--- src/rtl/menu_pkg.sv ---
// Shared types, default colours and geometry helper for the configurable
// menu overlay / selection controller.
package menu_pkg;

  typedef enum logic [1:0] {
    ST_IDLE    = 2'd0,
    ST_PRESSED = 2'd1,
    ST_LOCKED  = 2'd2
  } menu_state_e;

  localparam logic [11:0] DEF_BORDER_RGB = 12'hFFF;
  localparam logic [11:0] DEF_HOVER_RGB  = 12'h0A0;
  localparam logic [11:0] DEF_PRESS_RGB  = 12'hA00;

  // Items are stacked with a fixed pitch of height plus gap.
  function automatic logic [11:0] item_top_y(input int k, input int y0, input int h, input int gap);
    return 12'(y0 + k * (h + gap));
  endfunction

endpackage

--- src/rtl/menu_item_hit.sv ---
// Combinational hit test of one (x,y) point against every menu item:
// per-item inside flags and per-item border flags (border implies inside).
module menu_item_hit
  import menu_pkg::*;
#(
  parameter int N_ITEMS  = 3,
  parameter int ITEM_X   = 312,
  parameter int ITEM_W   = 400,
  parameter int ITEM_Y0  = 200,
  parameter int ITEM_H   = 80,
  parameter int ITEM_GAP = 40,
  parameter int BORDER_W = 4
) (
  input  logic [11:0]        x_i,
  input  logic [11:0]        y_i,
  output logic [N_ITEMS-1:0] inside_o,
  output logic [N_ITEMS-1:0] border_o
);

  localparam logic [11:0] X_LO = 12'(ITEM_X);
  localparam logic [11:0] X_HI = 12'(ITEM_X + ITEM_W);
  localparam logic [11:0] X_BL = 12'(ITEM_X + BORDER_W);
  localparam logic [11:0] X_BR = 12'(ITEM_X + ITEM_W - BORDER_W);

  for (genvar k = 0; k < N_ITEMS; k++) begin : g_item
    localparam logic [11:0] Y_LO = item_top_y(k, ITEM_Y0, ITEM_H, ITEM_GAP);
    localparam logic [11:0] Y_HI = Y_LO + 12'(ITEM_H);
    localparam logic [11:0] Y_BT = Y_LO + 12'(BORDER_W);
    localparam logic [11:0] Y_BB = Y_HI - 12'(BORDER_W);

    logic in_x_s;
    logic in_y_s;
    logic edge_s;

    // Half-open intervals: start inclusive, end exclusive.
    assign in_x_s      = (x_i >= X_LO) && (x_i < X_HI);
    assign in_y_s      = (y_i >= Y_LO) && (y_i < Y_HI);
    assign edge_s      = (x_i < X_BL) || (x_i >= X_BR) || (y_i < Y_BT) || (y_i >= Y_BB);
    assign inside_o[k] = in_x_s && in_y_s;
    assign border_o[k] = in_x_s && in_y_s && edge_s;
  end

endmodule

--- src/rtl/menu_select_ctl.sv ---
// N-item menu overlay with a two-stage pixel pipeline and a mouse-click
// selection FSM producing a one-cycle select pulse with the chosen index.
module menu_select_ctl
  import menu_pkg::*;
#(
  parameter int          N_ITEMS    = 3,
  parameter int          IDX_W      = 2,
  parameter int          ITEM_X     = 312,
  parameter int          ITEM_W     = 400,
  parameter int          ITEM_Y0    = 200,
  parameter int          ITEM_H     = 80,
  parameter int          ITEM_GAP   = 40,
  parameter int          BORDER_W   = 4,
  parameter logic [11:0] BORDER_RGB = DEF_BORDER_RGB,
  parameter logic [11:0] HOVER_RGB  = DEF_HOVER_RGB,
  parameter logic [11:0] PRESS_RGB  = DEF_PRESS_RGB
) (
  input  logic             clk,
  input  logic             rst,
  input  logic [10:0]      vcount_in,
  input  logic [10:0]      hcount_in,
  input  logic             vsync_in,
  input  logic             hsync_in,
  input  logic             vblnk_in,
  input  logic             hblnk_in,
  input  logic [11:0]      rgb_in,
  input  logic [11:0]      xpos,
  input  logic [11:0]      ypos,
  input  logic             mouse_left,
  input  logic             menu_reopen,
  output logic [10:0]      vcount_out,
  output logic [10:0]      hcount_out,
  output logic             vsync_out,
  output logic             hsync_out,
  output logic             vblnk_out,
  output logic             hblnk_out,
  output logic [11:0]      rgb_out,
  output logic             select_valid,
  output logic [IDX_W-1:0] select_idx,
  output logic             menu_active
);

  function automatic logic [IDX_W-1:0] first_idx(input logic [N_ITEMS-1:0] vec);
    logic [IDX_W-1:0] idx;
    idx = '0;
    for (int k = N_ITEMS - 1; k >= 0; k--) begin
      if (vec[k]) begin
        idx = IDX_W'(k);
      end
    end
    return idx;
  endfunction

  logic [N_ITEMS-1:0] px_inside_s, px_border_s;
  logic [N_ITEMS-1:0] ptr_inside_s, ptr_border_s, ptr_vec_s;
  logic               ptr_hit_s;
  logic [IDX_W-1:0]   ptr_idx_s;

  logic [11:0]        ptr_x_q, ptr_y_q;
  logic               mouse_prev_q, vblnk_prev_q;
  logic               press_s, release_s;

  menu_state_e        state_q, state_d;
  logic [IDX_W-1:0]   press_idx_q, press_idx_d;
  logic               sel_valid_q, sel_valid_d;
  logic [IDX_W-1:0]   sel_idx_q, sel_idx_d;
  logic               active_q;
  logic               hover_valid_q, hover_valid_d;
  logic [IDX_W-1:0]   hover_idx_q, hover_idx_d;

  logic [10:0]        vc1_q, hc1_q, vc2_q, hc2_q;
  logic               vs1_q, hs1_q, vb1_q, hb1_q;
  logic               vs2_q, hs2_q, vb2_q, hb2_q;
  logic [11:0]        rgb1_q, rgb2_q, colour_d;
  logic               px_hit1_q, px_border1_q;
  logic [IDX_W-1:0]   px_idx1_q;

  menu_item_hit #(
    .N_ITEMS(N_ITEMS), .ITEM_X(ITEM_X), .ITEM_W(ITEM_W), .ITEM_Y0(ITEM_Y0),
    .ITEM_H(ITEM_H), .ITEM_GAP(ITEM_GAP), .BORDER_W(BORDER_W)
  ) u_px_hit (
    .x_i      ({1'b0, hcount_in}),
    .y_i      ({1'b0, vcount_in}),
    .inside_o (px_inside_s),
    .border_o (px_border_s)
  );

  menu_item_hit #(
    .N_ITEMS(N_ITEMS), .ITEM_X(ITEM_X), .ITEM_W(ITEM_W), .ITEM_Y0(ITEM_Y0),
    .ITEM_H(ITEM_H), .ITEM_GAP(ITEM_GAP), .BORDER_W(BORDER_W)
  ) u_ptr_hit (
    .x_i      (ptr_x_q),
    .y_i      (ptr_y_q),
    .inside_o (ptr_inside_s),
    .border_o (ptr_border_s)
  );

  // Border cells are inside cells too, so the union is the pointer hit set.
  assign ptr_vec_s = ptr_inside_s | ptr_border_s;
  assign ptr_hit_s = |ptr_vec_s;
  assign ptr_idx_s = first_idx(ptr_vec_s);
  assign press_s   = mouse_left & ~mouse_prev_q;
  assign release_s = ~mouse_left & mouse_prev_q;

  // Pointer/button sampling and frame-hover edge detect.
  always_ff @(posedge clk or posedge rst) begin
    if (rst) begin
      ptr_x_q      <= 12'd0;
      ptr_y_q      <= 12'd0;
      mouse_prev_q <= 1'b0;
      vblnk_prev_q <= 1'b0;
    end else begin
      ptr_x_q      <= xpos;
      ptr_y_q      <= ypos;
      mouse_prev_q <= mouse_left;
      vblnk_prev_q <= vblnk_in;
    end
  end

  // Selection FSM next state plus hover latch.
  always_comb begin
    state_d       = state_q;
    press_idx_d   = press_idx_q;
    sel_valid_d   = 1'b0;
    sel_idx_d     = sel_idx_q;
    hover_valid_d = hover_valid_q;
    hover_idx_d   = hover_idx_q;
    case (state_q)
      ST_IDLE: begin
        if (press_s && ptr_hit_s) begin
          state_d     = ST_PRESSED;
          press_idx_d = ptr_idx_s;
        end else begin
          state_d = ST_IDLE;
        end
      end
      ST_PRESSED: begin
        if (release_s && ptr_hit_s && (ptr_idx_s == press_idx_q)) begin
          state_d     = ST_LOCKED;
          sel_valid_d = 1'b1;
          sel_idx_d   = press_idx_q;
        end else if (release_s) begin
          state_d = ST_IDLE;
        end else begin
          state_d = ST_PRESSED;
        end
      end
      ST_LOCKED: begin
        // A press coinciding with reopen is dropped: IDLE only reacts next cycle.
        if (menu_reopen) begin
          state_d = ST_IDLE;
        end else begin
          state_d = ST_LOCKED;
        end
      end
      default: begin
        state_d = ST_IDLE;
      end
    endcase
    if (vblnk_in && !vblnk_prev_q) begin
      hover_valid_d = ptr_hit_s;
      hover_idx_d   = ptr_idx_s;
    end else begin
      hover_valid_d = hover_valid_q;
    end
  end

  // FSM, selection outputs and hover registers.
  always_ff @(posedge clk or posedge rst) begin
    if (rst) begin
      state_q       <= ST_IDLE;
      press_idx_q   <= '0;
      sel_valid_q   <= 1'b0;
      sel_idx_q     <= '0;
      active_q      <= 1'b0;
      hover_valid_q <= 1'b0;
      hover_idx_q   <= '0;
    end else begin
      state_q       <= state_d;
      press_idx_q   <= press_idx_d;
      sel_valid_q   <= sel_valid_d;
      sel_idx_q     <= sel_idx_d;
      active_q      <= (state_q != ST_LOCKED);
      hover_valid_q <= hover_valid_d;
      hover_idx_q   <= hover_idx_d;
    end
  end

  // Pipeline stage 1: timing, background and pixel hit flags.
  always_ff @(posedge clk or posedge rst) begin
    if (rst) begin
      vc1_q        <= 11'd0;
      hc1_q        <= 11'd0;
      vs1_q        <= 1'b0;
      hs1_q        <= 1'b0;
      vb1_q        <= 1'b0;
      hb1_q        <= 1'b0;
      rgb1_q       <= 12'd0;
      px_hit1_q    <= 1'b0;
      px_idx1_q    <= '0;
      px_border1_q <= 1'b0;
    end else begin
      vc1_q        <= vcount_in;
      hc1_q        <= hcount_in;
      vs1_q        <= vsync_in;
      hs1_q        <= hsync_in;
      vb1_q        <= vblnk_in;
      hb1_q        <= hblnk_in;
      rgb1_q       <= rgb_in;
      px_hit1_q    <= |px_inside_s;
      px_idx1_q    <= first_idx(px_inside_s);
      px_border1_q <= |px_border_s;
    end
  end

  // Colour priority: blank, locked passthrough, border, press, hover, background.
  always_comb begin
    colour_d = rgb1_q;
    if (vb1_q || hb1_q) begin
      colour_d = 12'h000;
    end else if (!active_q) begin
      colour_d = rgb1_q;
    end else if (px_border1_q) begin
      colour_d = BORDER_RGB;
    end else if (px_hit1_q && (state_q == ST_PRESSED) && (px_idx1_q == press_idx_q)) begin
      colour_d = PRESS_RGB;
    end else if (px_hit1_q && hover_valid_q && (px_idx1_q == hover_idx_q)) begin
      colour_d = HOVER_RGB;
    end else begin
      colour_d = rgb1_q;
    end
  end

  // Pipeline stage 2: output registers.
  always_ff @(posedge clk or posedge rst) begin
    if (rst) begin
      vc2_q  <= 11'd0;
      hc2_q  <= 11'd0;
      vs2_q  <= 1'b0;
      hs2_q  <= 1'b0;
      vb2_q  <= 1'b0;
      hb2_q  <= 1'b0;
      rgb2_q <= 12'd0;
    end else begin
      vc2_q  <= vc1_q;
      hc2_q  <= hc1_q;
      vs2_q  <= vs1_q;
      hs2_q  <= hs1_q;
      vb2_q  <= vb1_q;
      hb2_q  <= hb1_q;
      rgb2_q <= colour_d;
    end
  end

  assign vcount_out   = vc2_q;
  assign hcount_out   = hc2_q;
  assign vsync_out    = vs2_q;
  assign hsync_out    = hs2_q;
  assign vblnk_out    = vb2_q;
  assign hblnk_out    = hb2_q;
  assign rgb_out      = rgb2_q;
  assign select_valid = sel_valid_q;
  assign select_idx   = sel_idx_q;
  assign menu_active  = active_q;

endmodule

--- config.mk ---
export PLATFORM = sky130hd
export DESIGN_NAME = menu_select_ctl
export DESIGN_NICKNAME = d
export VERILOG_FILES = /design/src/rtl/menu_pkg.sv /design/src/rtl/menu_item_hit.sv /design/src/rtl/menu_select_ctl.sv
export SDC_FILE = /design/constraint.sdc
export NUM_CORES = 1
export LEC_CHECK = 0
export BUFFER_PORTS_ARGS = -buffer_cell sky130_fd_sc_hd__buf_2
export CAP_MARGIN = 10
export CORE_MARGIN = 1.5
export CORE_UTILIZATION = 35
export DETAILED_ROUTE_END_ITERATION = 6
export PLACE_DENSITY = 0.6
export SYNTH_ARGS = -nofsm -noshare
export SYNTH_HDL_FRONTEND = slang
export SYNTH_SLANG_ARGS = --single-unit
--- constraint.sdc ---
create_clock -name clk -period 3.9 [get_ports clk]
set_input_delay 0.39 -clock clk [delete_from_list [all_inputs] [get_ports clk]]
set_output_delay 0.39 -clock clk [all_outputs]
set_load 0.02 [all_outputs]
==> results.sh, run 1 <==
export IMPL_status="completed"
export IMPL_grt_pass1_wl_um=11900
export IMPL_yosys_area_share_adder=0
export IMPL_crit_chain="nor4b_1 > o211ai_2 > a211oi_2 > o211a_1 > o32ai_2"
export IMPL_numClockSinks=110
export IMPL_leakage_uw=0.00222
export IMPL_setup_viol=0
export IMPL_drt_pre_antenna_iters=4
export IMPL_regArea_sq_um=2750
export IMPL_synthFlopType="dfrtp_1"
export IMPL_placed_cell_area_sq_um=4350
export IMPL_drtIter0Drc=67
export IMPL_synthSimpleGateAreaFrac=0.112
export IMPL_routed_via_density=4.62
export IMPL_vias=2361
export IMPL_cts_reportedPaths_clkPinSlew_ns=0.11
export IMPL_grtUsageTotal=0.138
export IMPL_hp_class="in -> async"
export IMPL_core_region_area_sq_um=10300
export IMPL_synth_xor_area_frac=0.0119
export IMPL_critPathKind="reg -> reg"
export IMPL_finClkSkew_ns=0.00971
export IMPL_cp_arrival_ns=2.09
export IMPL_die_width_um=105
export IMPL_r2r_start="ptr_y_q[6]"
export IMPL_vdd_drop_max_mv=0.201
export IMPL_syn_area_sq_um=3670
export IMPL_yosysTopAreaCellShare=0.749
export IMPL_netlist_top_cells_count="110 x dfrtp_1, 19 x a21oi_1, 18 x nand2_1, 14 x nor2_1, 10 x nor3_1"
export IMPL_synth_top_family_by_area="simple AND/OR/NAND/NOR gates"
export IMPL_yosysMostFrequentCell="dfrtp_1"
export IMPL_num_io_pins=108
export IMPL_slew_viol_final=0
export IMPL_end_kind="register"
export IMPL_yosys_register_bits=110
export IMPL_rows=37
export IMPL_startpoint="ptr_y_q[6]"
export IMPL_area_delta_synth_final_pct=23.5
export IMPL_initial_utilization=0.358
export IMPL_postCtsHoldBufs=0
export IMPL_final_area_sq_um=4540
export IMPL_nNetsFinal=436
export IMPL_synth_edf_count=0
export IMPL_tightest_slew_ns=0.611
export IMPL_synth_top_cells_by_area="dfrtp_1 75%, a21oi_1 2.6%, nand2_1 1.8%"
export IMPL_maxSlewHeadroom=0.589
export IMPL_rr_endpoint="select_idx[0]"
export IMPL_wl_per_cell_um=13.9
export IMPL_cts_setup_buffers=0
export IMPL_required_ns=4.15
export IMPL_clkLatencyLatePin_ns=0.36
export IMPL_nFillCells=991
export IMPL_cts_tree="yes"
export IMPL_avgSynthCellArea_sq_um=14.1
export IMPL_antenna_found_initial=0
export IMPL_async_flop_share=1.00
export IMPL_slowest_stage="dfrtp_1"
export IMPL_multiInputGateArea_sq_um=880
export IMPL_cts_resized_gates=0
export IMPL_root_buffer="clkbuf_8"
export IMPL_synth_compound_area_frac=0.110
export IMPL_hold_viol=0
export IMPL_hpwl_um=5160
export IMPL_ant_nets=0
export IMPL_synth_warnings=0
export IMPL_antenna_cells=0
export IMPL_critPathCapture="select_idx[0]"
export IMPL_port_buffers=101
export IMPL_cts_buffer_depth=2
export IMPL_synth_top_area_cell="dfrtp_1"
export IMPL_synth_cell_types=50
export IMPL_routabilityCongestion=0.755
export IMPL_synth_mux_area_frac=0.00579
export IMPL_crit_fanout=6
export IMPL_ff2ff_setup_slack_ns=2.07
export IMPL_synthesis_nets=327
export IMPL_cts_buffers=9
export IMPL_post_route_period_util=0.470
export IMPL_rsz0062_at_grt="false"
export IMPL_cp_start_kind="register"
export IMPL_maxCapViolCount=0
export IMPL_wirelength_um=7090
export IMPL_r2r_cells=5
export IMPL_drc=0
export IMPL_grt_pass1_vias=2445
export IMPL_slowest_delay_ns=0.44
export IMPL_layout_drive_gt1_share=0.355
export IMPL_fmax_ghz=0.545
export IMPL_synthCells=261
export IMPL_chipHeight_um=105
export IMPL_grt_max_degree=43
export IMPL_overflow=0
export IMPL_powerDensity_nw_per_um2=443
export IMPL_die_area_sq_um=11100
export IMPL_ys_seq_area_frac=0.749
export IMPL_finalSetupTns_ns=0
export IMPL_layout_min_cycle_time_ns=1.83
export IMPL_htreeDepth=3
==> stage by stage <==
stage          setup slack, ns  cells  utilization  hold WS, ns  total power (uW)
2_1_floorplan            0.608    261            -        0.331              1310
3_3_place_gp              2.10    495        0.423        0.332              1390
3_5_place_dp              2.08    495        0.423        0.335              1390
4_1_cts                   2.06    511        0.442       0.0445              2050
5_1_grt                   1.92    511        0.442       0.0646              2120
6_report                  2.07    511        0.442       0.0479              2010
==> flip-flops by register name (all words and copies together) (netlist names), 2 cells and up <==
signal / count
hc1_q: 11
hcount_out: 11
hover_idx_q: 2
press_idx_q: 2
ptr_x_q: 9
ptr_y_q: 9
px_idx1_q: 2
rgb1_q: 12
rgb_out: 12
select_idx: 2
state_q: 2
vc1_q: 11
vcount_out: 11
==> cell families (layout without fill, tap and decap cells) <==
kind of cell	count (synthesis)	after routing
DFF	110	110
and+or+nand+nor	77	77
AOI/OAI and AO/OA	56	56
buffers and inverters	11	125
xor gates and xnor gates	5	5
muxes	2	2
==> area by class of cell <==
type	instances	share of cell area
repair buffers	103	0.115
clock buffers	10	0.0281
multi-input cells	140	0.194
clock inverters	6	0.0141
well taps	136	0.0375
flip-flops and latches	110	0.606
inverters	6	0.00551
==> worst max-delay path, delay by kind of cell (launching register included) <==
kind / cells / cell delay, ns
simple gates: 1 / 0.41
compound gates: 4 / 0.88
flops: 1 / 0.44
==> placed cells by master (no fill, tap or decap), types with 3 or more instances in the layout <==
master and count:
nand3_1 7, o21ai_0 4, a31oi_1 5, buf_2 101, nand2_1 18, nand2b_1 3
a311oi_1 3, inv_1 5, dfrtp_1 110, xor2_1 4, nor2b_1 5, nor3_1 10
a21oi_1 19, o21ai_1 3, o21bai_1 4, clkbuf_8 9, nor2_1 14
==> power breakdown <==
part | switching [uW] | internal (uW)
Sequential | 21.0 | 1190
Combinational | 96.6 | 56.0
Clock | 395 | 251
==> worst min-delay path by stage <==
stage | start | to | slack, ns | depth (start not counted)
after floorplan | hc1_q[0] | hcount_out[0] | 0.33 | 0
after global placement | vc1_q[0] | vcount_out[0] | 0.33 | 0
after detailed placement | hc1_q[9] | hcount_out[9] | 0.33 | 0
after CTS | rst | vcount_out[1] | 0.04 | 2
after global routing | rst | vcount_out[1] | 0.06 | 2
final | rst | vcount_out[1] | 0.05 | 2
==> layer usage <==
layer | GRT usage | up-vias | wire length [um]
li1 | - | 1126 | -
met1 | 0.179 | 1142 | 3190
met2 | 0.219 | 81 | 3310
met3 | 0.0464 | 12 | 456
met4 | 0.0440 | 0 | 133
met5 | 0 | - | 0
(Power assumes the default switching activity.)
==> inputs of run 2 (changes only) <==
Settings changed: ABC_AREA set to 1, PLACE_DENSITY 0.6 to 0.61.
Clock period 3.9 ns to 1.6 ns, I/O delays scaled along.
==> run 2 against run 1 <==
Utilization increased by 8.2 points. Clock-buffer cell count increased by 1. Area after synthesis increased by 8.1%. Sequential power increased by 150%. Largest cell class unchanged. Sequential share of layout area decreased by 13 points. Worst hold slack got worse by 0.015 ns. Global-route usage increased by 1.0 points.
==> results.sh, run 2 <==
export IMPL_status="completed"
export IMPL_maxSlewHeadroom=0.692
export IMPL_htreeDepth=3
export IMPL_synth_top_area_cell="dfrtp_1"
export IMPL_cp_arrival_ns=1.84
export IMPL_die_area_sq_um=12000
export IMPL_powerDensity_nw_per_um2=994
export IMPL_holdPathStages=1
export IMPL_clkLatencyLatePin_ns=0.34
export IMPL_yosys_register_bits=110
export IMPL_antenna_found_initial=0
export IMPL_slew_viol_final=0
export IMPL_finalPower_uw=5690
export IMPL_cts_tree="yes"
export IMPL_nFillCells=1000
export IMPL_post_route_period_util=0.977
export IMPL_final_common_cell="dfrtp_1"
export IMPL_overflow=0
export IMPL_hpwl_um=5620
export IMPL_required_ns=1.88
export IMPL_grt_max_degree=87
export IMPL_synth_top_cells_by_area="dfrtp_1 69%, nand2_1 7.7%, inv_1 4.6%"
export IMPL_r2r_cells=9
export IMPL_cts_reportedPaths_clkPinSlew_ns=0.07
export IMPL_vias=3163
export IMPL_port_buffers=101
export IMPL_wirelength_um=8600
export IMPL_antenna_cells=0
export IMPL_routed_via_density=4.49
export IMPL_grtUsageTotal=0.149
export IMPL_nNetsFinal=626
export IMPL_layout_min_cycle_time_ns=1.56
export IMPL_ys_seq_area_frac=0.693
export IMPL_synthCells=379
export IMPL_initial_utilization=0.363
export IMPL_chipHeight_um=110
export IMPL_hp_class="in -> reg"
export IMPL_yosysTopAreaCellShare=0.693
export IMPL_fmax_ghz=0.640
export IMPL_worst_path_stages=8
export IMPL_finClkSkew_ns=0.00616
export IMPL_synth_cell_types=30
export IMPL_cp_top_family="simple AND/OR/NAND/NOR gates"
export IMPL_setup_viol=0
export IMPL_grt_pass1_wl_um=13600
export IMPL_die_width_um=110
export IMPL_slowest_stage="dlygate4sd3_1"
export IMPL_synth_warnings=0
export IMPL_syn_area_sq_um=3970
export IMPL_synthFlopType="dfrtp_1"
export IMPL_avgSynthCellArea_sq_um=10.5
export IMPL_cts_buffers=9
export IMPL_rows=38
export IMPL_vdd_drop_max_mv=0.465
export IMPL_routabilityCongestion=0.837
export IMPL_slowest_delay_ns=0.55
export IMPL_hold_viol=0
export IMPL_root_buffer="clkbuf_16"
export IMPL_core_region_area_sq_um=10900
export IMPL_area_delta_synth_final_pct=44.3
export IMPL_drtIter0Drc=114
export IMPL_leakage_uw=0.00288
export IMPL_crit_chain="dlygate4sd3_1 > buf_2 > or2_1 > nor2_2 > a21oi_1 > nor3_2 > nand2_1 > nand3_1"
export IMPL_layout_drive_gt1_share=0.304
export IMPL_cp_start_kind="primary input"
export IMPL_grt_pass1_vias=3018
export IMPL_tightest_slew_ns=0.463
export IMPL_critPathKind="in -> reg"
export IMPL_path_buf_inv=2
export IMPL_ant_nets=0
export IMPL_synthesis_nets=445
export IMPL_synth_edf_count=0
export IMPL_yosysMostFrequentCell="dfrtp_1"
export IMPL_crit_fanout=6
export IMPL_cts_buffer_depth=2
export IMPL_wl_per_cell_um=12.2
export IMPL_netlist_top_cells_count="110 x dfrtp_1, 82 x nand2_1, 49 x inv_1, 35 x nor2_1, 21 x nand3_1"
export IMPL_async_flop_share=1.00
export IMPL_maxCapViolCount=0
export IMPL_drc=0
export IMPL_rsz0062_at_grt="true"
export IMPL_finalCoreUtilization=0.524
export IMPL_layout_common_cells="109 x dfrtp_1, 101 x buf_2, 77 x nand2_1, 58 x dlygate4sd3_1, 43 x inv_1"
export IMPL_numClockSinks=110
export IMPL_drt_pre_antenna_iters=4
export IMPL_end_kind="register"
export IMPL_num_io_pins=108
-- run 2: cell types whose count changed in the layout (fill, tap and decap cells not counted), moves of 8 or more --
cell | before | now
dlygate4sd3_1 | 0 | 58
inv_1 | 5 | 43
nand2_1 | 18 | 77
o21ai_0 | 4 | 13
nor2_1 | 14 | 25
clkbuf_8 | 9 | 1
nor2_2 | 0 | 9
clkbuf_16 | 0 | 9
buf_4 | 2 | 12
nand3_1 | 7 | 20
-- run 2: logic make-up after synthesis --
group / count (synthesis) / share of synthesized area
AND/OR/NAND/NOR: 173 / 0.199
XOR/XNOR: 2 / 0.00441
flip-flops: 110 / 0.693
buffers and inverters: 54 / 0.0510
AO/OA/AOI/OAI: 40 / 0.0529
-- run 2: metal layers --
| metal | routed length [um] | track usage | part of all wire | up-vias |
|---|---|---|---|---|
| met5 | 0 | 0 | 0 | - |
| met4 | 121 | 0.0668 | 0.014 | 0 |
| met3 | 355 | 0.0308 | 0.041 | 10 |
| met2 | 4550 | 0.260 | 0.53 | 72 |
| met1 | 3570 | 0.176 | 0.42 | 1528 |
| li1 | - | - | - | 1553 |
-- run 2: final timing paths --
kind / start / end / slack, ns
max: vcount_in[5] / px_border1_q / 0.04
min: vcount_in[6] / vc1_q[6] / 0.03
max reg2reg: ptr_y_q[9] / state_q[1] / 0.09
min reg2reg: vc1_q[8] / vcount_out[8] / 0.35
max in group asynchronous: rst / vb1_q / 0.63
min in group asynchronous: rst / hcount_out[0] / 0.28
-- run 2: repair_timing --
item                       in CTS  in global routing
setup endpoints to repair       6                 20
gates resized for setup         1                 35
setup buffers                   0                  6
hold buffers                   58                  0
hold endpoints to repair       80                  0
pin swaps                       0                  7
-- run 2: worst reg2reg max path, cell delays in order, from the launching register on --
cell     delay [ns]
dfrtp_1        0.49
nand2_1        0.10
nand3_1        0.12
nand2_1        0.07
nor2_2         0.13
nand3_1        0.11
nand2_1        0.11
nand2_2        0.07
nand3_1        0.11
o21ai_1        0.08
-- run 2: final cells by class --
type | instances | area, sq um | share of cell area
inverter | 52 | 199 | 0.0347
clock buffer | 11 | 243 | 0.0424
tap | 140 | 175 | 0.0306
clock inverter | 5 | 42.5 | 0.00742
multi-input combinational | 215 | 1120 | 0.196
sequential | 110 | 2750 | 0.481
timing repair buffer | 172 | 1200 | 0.209
-- run 2: where the power goes --
part	internal [uW]	switching, uW	leakage [uW]
registers	2910	57.5	0.00132
logic	269	345	0.00141
clock network	1120	994	0.000142
-- run 2: stage by stage --
step | hold slack [ns] | instances | worst slack [ns] | instance area (sq um) | TNS, ns
global placement | 0.0851 | 625 | 0.0507 | 4710 | 0
CTS | 0.0101 | 699 | 0.00911 | 5580 | 0
floorplan | 0.191 | 379 | 0.111 | 3980 | 0
finish | 0.0325 | 705 | 0.0364 | 5730 | 0
detailed placement | 0.0885 | 625 | 0.00981 | 4710 | 0
global route | 0.0217 | 705 | -0.0392 | 5730 | -0.160
